$ cat src/rtl/clock_supervisor.sv
// Clock supervisor: qualifies the PLL lock and releases a downstream reset only after the lock has
// been held continuously for STABLE_CYCLES cycles. While released, it generates fractional
// clock-enable strobes with one phase accumulator per channel, and it counts lock losses.
module clock_supervisor #(
    parameter int unsigned CHANNELS      = 2,
    parameter int unsigned ACC_W         = 16,
    parameter int unsigned STABLE_CYCLES = 1024,
    parameter int unsigned LOSS_W        = 8
) (
    input  logic                      clock,
    input  logic                      reset_n,
    input  logic                      pll_locked,
    input  logic [CHANNELS*ACC_W-1:0] inc,
    input  logic                      run,
    output logic                      rst_out_n,
    output logic [CHANNELS-1:0]       ce,
    output logic [1:0]                state,
    output logic [LOSS_W-1:0]         loss_count
);

    localparam int unsigned CNT_W = (STABLE_CYCLES > 2) ? $clog2(STABLE_CYCLES) : 1;
    localparam logic [CNT_W-1:0] CntLast = CNT_W'(STABLE_CYCLES - 1);

    typedef enum logic [1:0] {
        StWaitLock  = 2'd0,
        StStabilise = 2'd1,
        StRun       = 2'd2,
        StLost      = 2'd3
    } state_e;

    state_e            state_q;
    logic              sync1_q;
    logic              lock_s;
    logic [CNT_W-1:0]  stable_q;
    logic [LOSS_W-1:0] loss_q;
    logic [ACC_W-1:0]  acc_q [CHANNELS];
    logic [CHANNELS-1:0] ce_q;
    logic [ACC_W:0]    sum [CHANNELS];
    logic              accum_en;

    // Lock synchroniser, lock-qualification FSM, stable counter and saturating loss counter
    always_ff @(posedge clock) begin
        if (!reset_n) begin
            sync1_q  <= 1'b0;
            lock_s   <= 1'b0;
            state_q  <= StWaitLock;
            stable_q <= '0;
            loss_q   <= '0;
        end else begin
            sync1_q <= pll_locked;
            lock_s  <= sync1_q;
            case (state_q)
                StWaitLock: begin
                    stable_q <= '0;
                    if (lock_s) begin
                        state_q <= StStabilise;
                    end
                end
                StStabilise: begin
                    if (!lock_s) begin
                        state_q  <= StWaitLock;
                        stable_q <= '0;
                    end else if (stable_q == CntLast) begin
                        state_q  <= StRun;
                        stable_q <= '0;
                    end else begin
                        stable_q <= stable_q + CNT_W'(1);
                    end
                end
                StRun: begin
                    if (!lock_s) begin
                        state_q <= StLost;
                        if (loss_q != '1) begin
                            loss_q <= loss_q + LOSS_W'(1);
                        end
                    end
                end
                default: begin
                    // Lost lasts exactly one cycle
                    state_q  <= StWaitLock;
                    stable_q <= '0;
                end
            endcase
        end
    end

    // Accumulation happens only while released and still locked; a lock loss wins over run
    always_comb begin
        accum_en = (state_q == StRun) && lock_s;
        for (int k = 0; k < CHANNELS; k++) begin
            sum[k] = {1'b0, acc_q[k]} + {1'b0, inc[k*ACC_W +: ACC_W]};
        end
    end

    // Phase accumulators: carry out becomes the registered strobe
    always_ff @(posedge clock) begin
        if (!reset_n) begin
            for (int k = 0; k < CHANNELS; k++) begin
                acc_q[k] <= '0;
            end
            ce_q <= '0;
        end else begin
            for (int k = 0; k < CHANNELS; k++) begin
                if (accum_en) begin
                    if (run) begin
                        acc_q[k] <= sum[k][ACC_W-1:0];
                        ce_q[k]  <= sum[k][ACC_W];
                    end else begin
                        // Hold phase so resuming continues the same strobe spacing
                        ce_q[k] <= 1'b0;
                    end
                end else begin
                    acc_q[k] <= '0;
                    ce_q[k]  <= 1'b0;
                end
            end
        end
    end

    assign rst_out_n  = (state_q == StRun);
    assign ce         = ce_q;
    assign state      = state_q;
    assign loss_count = loss_q;

endmodule

$ cat config.mk
export PLATFORM = sky130hd
export DESIGN_NAME = clock_supervisor
export DESIGN_NICKNAME = d
export VERILOG_FILES = /design/src/rtl/clock_supervisor.sv
export SDC_FILE = /design/constraint.sdc
export NUM_CORES = 1
export LEC_CHECK = 0
export CORE_MARGIN = 1
export CORE_UTILIZATION = 45
export DETAILED_ROUTE_END_ITERATION = 16
export PLACE_DENSITY = 0.75
export SETUP_SLACK_MARGIN = 0.4
export SYNTH_ARGS = -nofsm -noshare
export SYNTH_HDL_FRONTEND = slang
export SYNTH_SLANG_ARGS = --single-unit
$ cat constraint.sdc
create_clock -name clock -period 5.03 [get_ports clock]
set_input_delay 1.006 -clock clock [delete_from_list [all_inputs] [get_ports clock]]
set_output_delay 1.006 -clock clock [all_outputs]
set_load 0.02 [all_outputs]
# --- Word level (Yosys, flattened, before mapping) ---
# Memories as Yosys holds them, arrays and structs flattened.
# Index checks and enable logic that the tools add are counted.
op_classes:
  addsub: 4
  eq_ne: 7
  mux: 20
  bitwise_logic: 5
  reduce_logical: 5
ops:
  columns: ["op", "count"]
  rows:
  - ["2-to-1 mux 16 bit", 4]
  - ["adder 16 x 16 -> 17 bit", 2]
  - ["2-to-1 mux 10 bit", 2]
  - ["case mux 10 bit (2 select lines)", 1]
  - ["adder 10 x 1 -> 10 bit (second input constant)", 1]
  - ["equality test 10 bit (second input constant)", 1]
  - ["AND reduction 3 bit", 3]
  - ["adder 8 x 1 -> 8 bit (second input constant)", 1]
  - ["2-to-1 mux 1 bit", 8]
  - ["2-to-1 mux 2 bit", 4]
  - ["inequality test 8 bit (second input constant)", 1]
  - ["case mux 2 bit (3 select lines)", 1]
  - ["inequality test 2 bit (second input constant)", 2]
  - ["bitwise OR 1 bit", 4]
  - ["inequality test 3 bit (second input constant)", 1]
  - ["equality test 2 x 1 -> 1 bit (second input constant)", 1]
  - ["equality test 2 bit (second input constant)", 1]
  - ["logical NOT 2 bit", 1]
  - ["logical AND 1 bit", 1]
  - ["inverter 1 bit", 1]
totals:
  reg_bits: 24
  ram_bits: 32
  input_bits: 36
  output_inout_bits: 13
  elab_cells: 48
  mem_count: 1
mem_list:
  columns: ["memory", "words", "word_bits", "rd", "rd_ports_with_merged_regs", "wr", "line_no", "source"]
  rows:
  - ["acc_q", 2, 16, 2, 0, 2, "36", "logic [ACC_W-1:0] acc_q [CHANNELS];"]

# --- Logic depth before layout (Yosys ltp) ---
logic_depth:
  ltp_word: 7
  depth_mapped: 9
  mapped_depth_nobuf: 9

# --- Worst setup path after synthesis ---
# OpenSTA, ideal clock, no wires.
synth_timing:
  path_kind: "input port to flip-flop"
  from: "in inc[0]"
  to: "mem acc_q[0][12] (data pin)"
  arrival_time_ns: 2.474
  slack_ns: 2.297
  path_stages: 8
  path_buffers: 0
  path_cell_list: "ha_1 fa_1 a21oi_1 nand4b_1 a21oi_1 o21ai_0 nor3b_1 nor3_1"
synth_rtl:
  columns: ["item", "line_no", "source"]
  rows:
  - ["start, declared", "13", "input logic [CHANNELS*ACC_W-1:0] inc,"]
  - ["end, declared", "36", null]

==> flow_summary_export.csv <==
group,metric,value,unit
status,outcome,"finished clean",
global_routing,grt.total_usage,18.4,%
synth,synth_compound_area_share,17.1,%
placement,hpwlAfterDp,5370,µm
worst_setup_path,path_cells,"clkdlybuf4s50_1 > ha_1 > fa_1 > a21oi_1 > nand4b_1 > a21oi_1 > o21ai_0 > nor3b_1 > nor3_1",
drt,drc_errors,0,
synth,synth_area_leader_cell,"dfxtp_1",
worst_setup_path,crit_path_max_fanout,3,
worst_setup_path,arrival,3130,ps
timing,fmax,326,MHz
floorplanning,start_util,46.5,%
final_layout,fin_util,54.9,%
timing,fin_skew,17.5,ps
worst_setup_path,path_common_cell,"a21oi_1",
synth,ys_warn_count,0,
timing,hold_violations,0,
synth,synth_edf_count,16,
synth,ys_seq_area_share,35.7,%
final_layout,area_delta_synth_final,18.2,%
global_routing,grt_pass1_vias,2842,
placement,placed_cell_area,0.00416,mm²
clock_network,cts_hold_buf,0,
synth,synth-simple-area-share,21.3,%
drt,ant_nets,0,
synth,yosysUniqueCellTypes,55,
timing,worst_pin_slew,743,ps
floorplanning,rows,32,
drt,firstDrtPassIters,4,
timing,rsz0062_at_grt,"false",
final_layout,diodes,0,
synth,yosys.area_share.adder,13.0,%
synth,avgSynthCellArea,8.91,µm²
min_path,worstHoldPathType,"flop to flop",
synth,synth.area.top_cells,"dfxtp_1, edfxtp_1, ha_1, nor2_1, xnor2_1",
timing,period_needed,3070,ps
worst_setup_path,reg2reg_depth,5,
synth,synth-xor-area-share,8.54,%
power,p_per_area,187,mW/mm²
floorplanning,die_w,91.3,µm
global_routing,overflow,0,
final_layout,most-common-layout-cells,"nor2_1, clkdlybuf4s50_1, dfxtp_1, ha_1, a21oi_1",
final_layout,drive_gt1_share,3.11,%
worst_setup_path,endpoint_kind,"flop",
clock_network,cts_tree,"built",
timing,setup_viol,0,
timing,period_share,61.1,%
synth,async_reset_ff_share,0,%
floorplanning,die_h,91.3,µm
drt,wl_per_cell,13.2,µm
power,p_leak,0.00171,µW
floorplanning,num_io_pins,49,
synth,synth_top_family_by_area,"simple AND/OR/NAND/NOR gates",
synth,netlist.area_leader.share,22.3,%
placement,io_buffers,48,
worst_setup_path,cp_slowest_stage_delay,430,ps
final_layout,layout.nets,521,
drt,dr_total_vias,2974,
worst_setup_path,slowest_stage,"clkdlybuf4s50_1",
timing,tns,0,ps
drt,wl,7260,µm
clock_network,cts_root_buffer,"clkbuf_8",
clock_network,cts_setup_buffers,0,
synth,netlist_instances,403,
timing,maxSlewHeadroom,50.4,%
synth,syn_nets,475,
drt,drt_iter0_markers,102,
power,vdd_drop_max,0.0947,mV
worst_setup_path,start_kind,"input port",
floorplanning,dieArea,0.00834,mm²
synth,synth_ff_type,"dfxtp_1",
global_routing,antenna_found_initial,0,
clock_network,insertion_delay,320,ps
clock_network,htreeDepth,2,
synth,synth_area,0.00359,mm²
drt,viasPerCell,5.39,
synth,muxShareOfSynthArea,1.95,%
clock_network,cts_inserted_buffers,5,
global_routing,grt_max_degree,27,
synth,ys_seq_elements,56,
final_layout,final_common_cell,"nor2_1",
final_layout,fin_area,0.00424,mm²
timing,slew_viol_final,0,
clock_network,clock_path_buffers,2,
clock_network,cts_sinks,56,
worst_setup_path,critical_path_required,5090,ps
job,cap_violations,0,
global_routing,grt_pass1_wl,12500,µm
min_path,whs_path_depth,1,
clock_network,cts_resized,0,
floorplanning,core_area,0.00773,mm²
placement,routabilityCongestion,0.838,
worst_setup_path,path_class,"input port to flop",
clock_network,clk_pin_slew,110,ps
state kept, by name (all words and copies together) (netlist names):
register,count
state,2
stable_q,10
acc_q,32
ce,2
lock_s,1
sync1_q,1
loss_count,8
final cells by class:
cell class	count	area [µm²]
inverters	11	41.3
well taps	102	128
clock buffers	6	72.6
repair buffers	49	488
multi-input cells	326	2220
clock inverters	2	11.3
fillers	695	3490
flip-flops and latches	56	1280
kinds of logic (layout without fill, tap and decap cells):
logic type / Yosys count / in the layout
simple gates: 152 / 152
xor+xnor: 35 / 35
flops: 56 / 56
buf+inv: 21 / 68
mux: 7 / 7
fa+ha+maj: 36 / 36
compound gates: 96 / 96
metal layers:
layer / vias to the layer above / routed length (µm) / part of all wire, % / track usage (%)
li1: 1549 / - / - / -
met1: 1352 / 3330 / 46 / 22.4
met2: 63 / 3460 / 48 / 32.0
met3: 10 / 358 / 4.9 / 4.27
met4: 0 / 110 / 1.5 / 5.95
met5: - / 0 / 0 / 0
cells in the mapped netlist (3+ instances only):
master	number
clkbuf_1	6
a21o_1	9
nor3_1	9
inv_1	10
a21boi_0	3
nor3b_1	4
nand2_1	26
xnor2_1	21
and2_1	12
ha_1	34
dfxtp_1	40
nand3_1	15
a21oi_1	27
edfxtp_1	16
mux2i_1	7
a211oi_1	3
o21ai_0	18
a31oi_1	5
and3_1	4
o21ai_1	3
nand4_1	9
o22ai_1	3
nor2_1	50
xor2_1	14
o21a_1	8
nor2b_1	9
power by group:
| group | switching [µW] | internal, µW |
|---|---|---|
| sequential | 1.43 | 462 |
| combinational | 35.9 | 46.0 |
| clock | 152 | 97.2 |
| total | 189 | 605 |
metrics by stage:
step	instances	worst slack (ps)	power, µW	hold slack, ps
6_report	552	1960	794	440
5_1_grt	552	1800	832	462
4_1_cts	552	1970	806	446
3_5_place_dp	544	1640	555	424
3_3_place_gp	544	1670	554	415
2_1_floorplan	403	2300	517	412
path summary, 6_finish.rpt:
kind                            slack (ps)     start           end
worst max-delay path                  1960    inc[0]  acc_q[0][12]
worst min-delay path                   440   sync1_q        lock_s
worst max register to register        2640  state[0]  acc_q[0][15]
worst min register to register         440   sync1_q        lock_s
critical path, delay by kind of cell:
kind | cells | cell delay, ps
buf+inv | 1 | 430
compound gates | 3 | 580
simple gates | 3 | 450
fa+ha+maj | 2 | 660
Power figures use the tool's default switching activity.
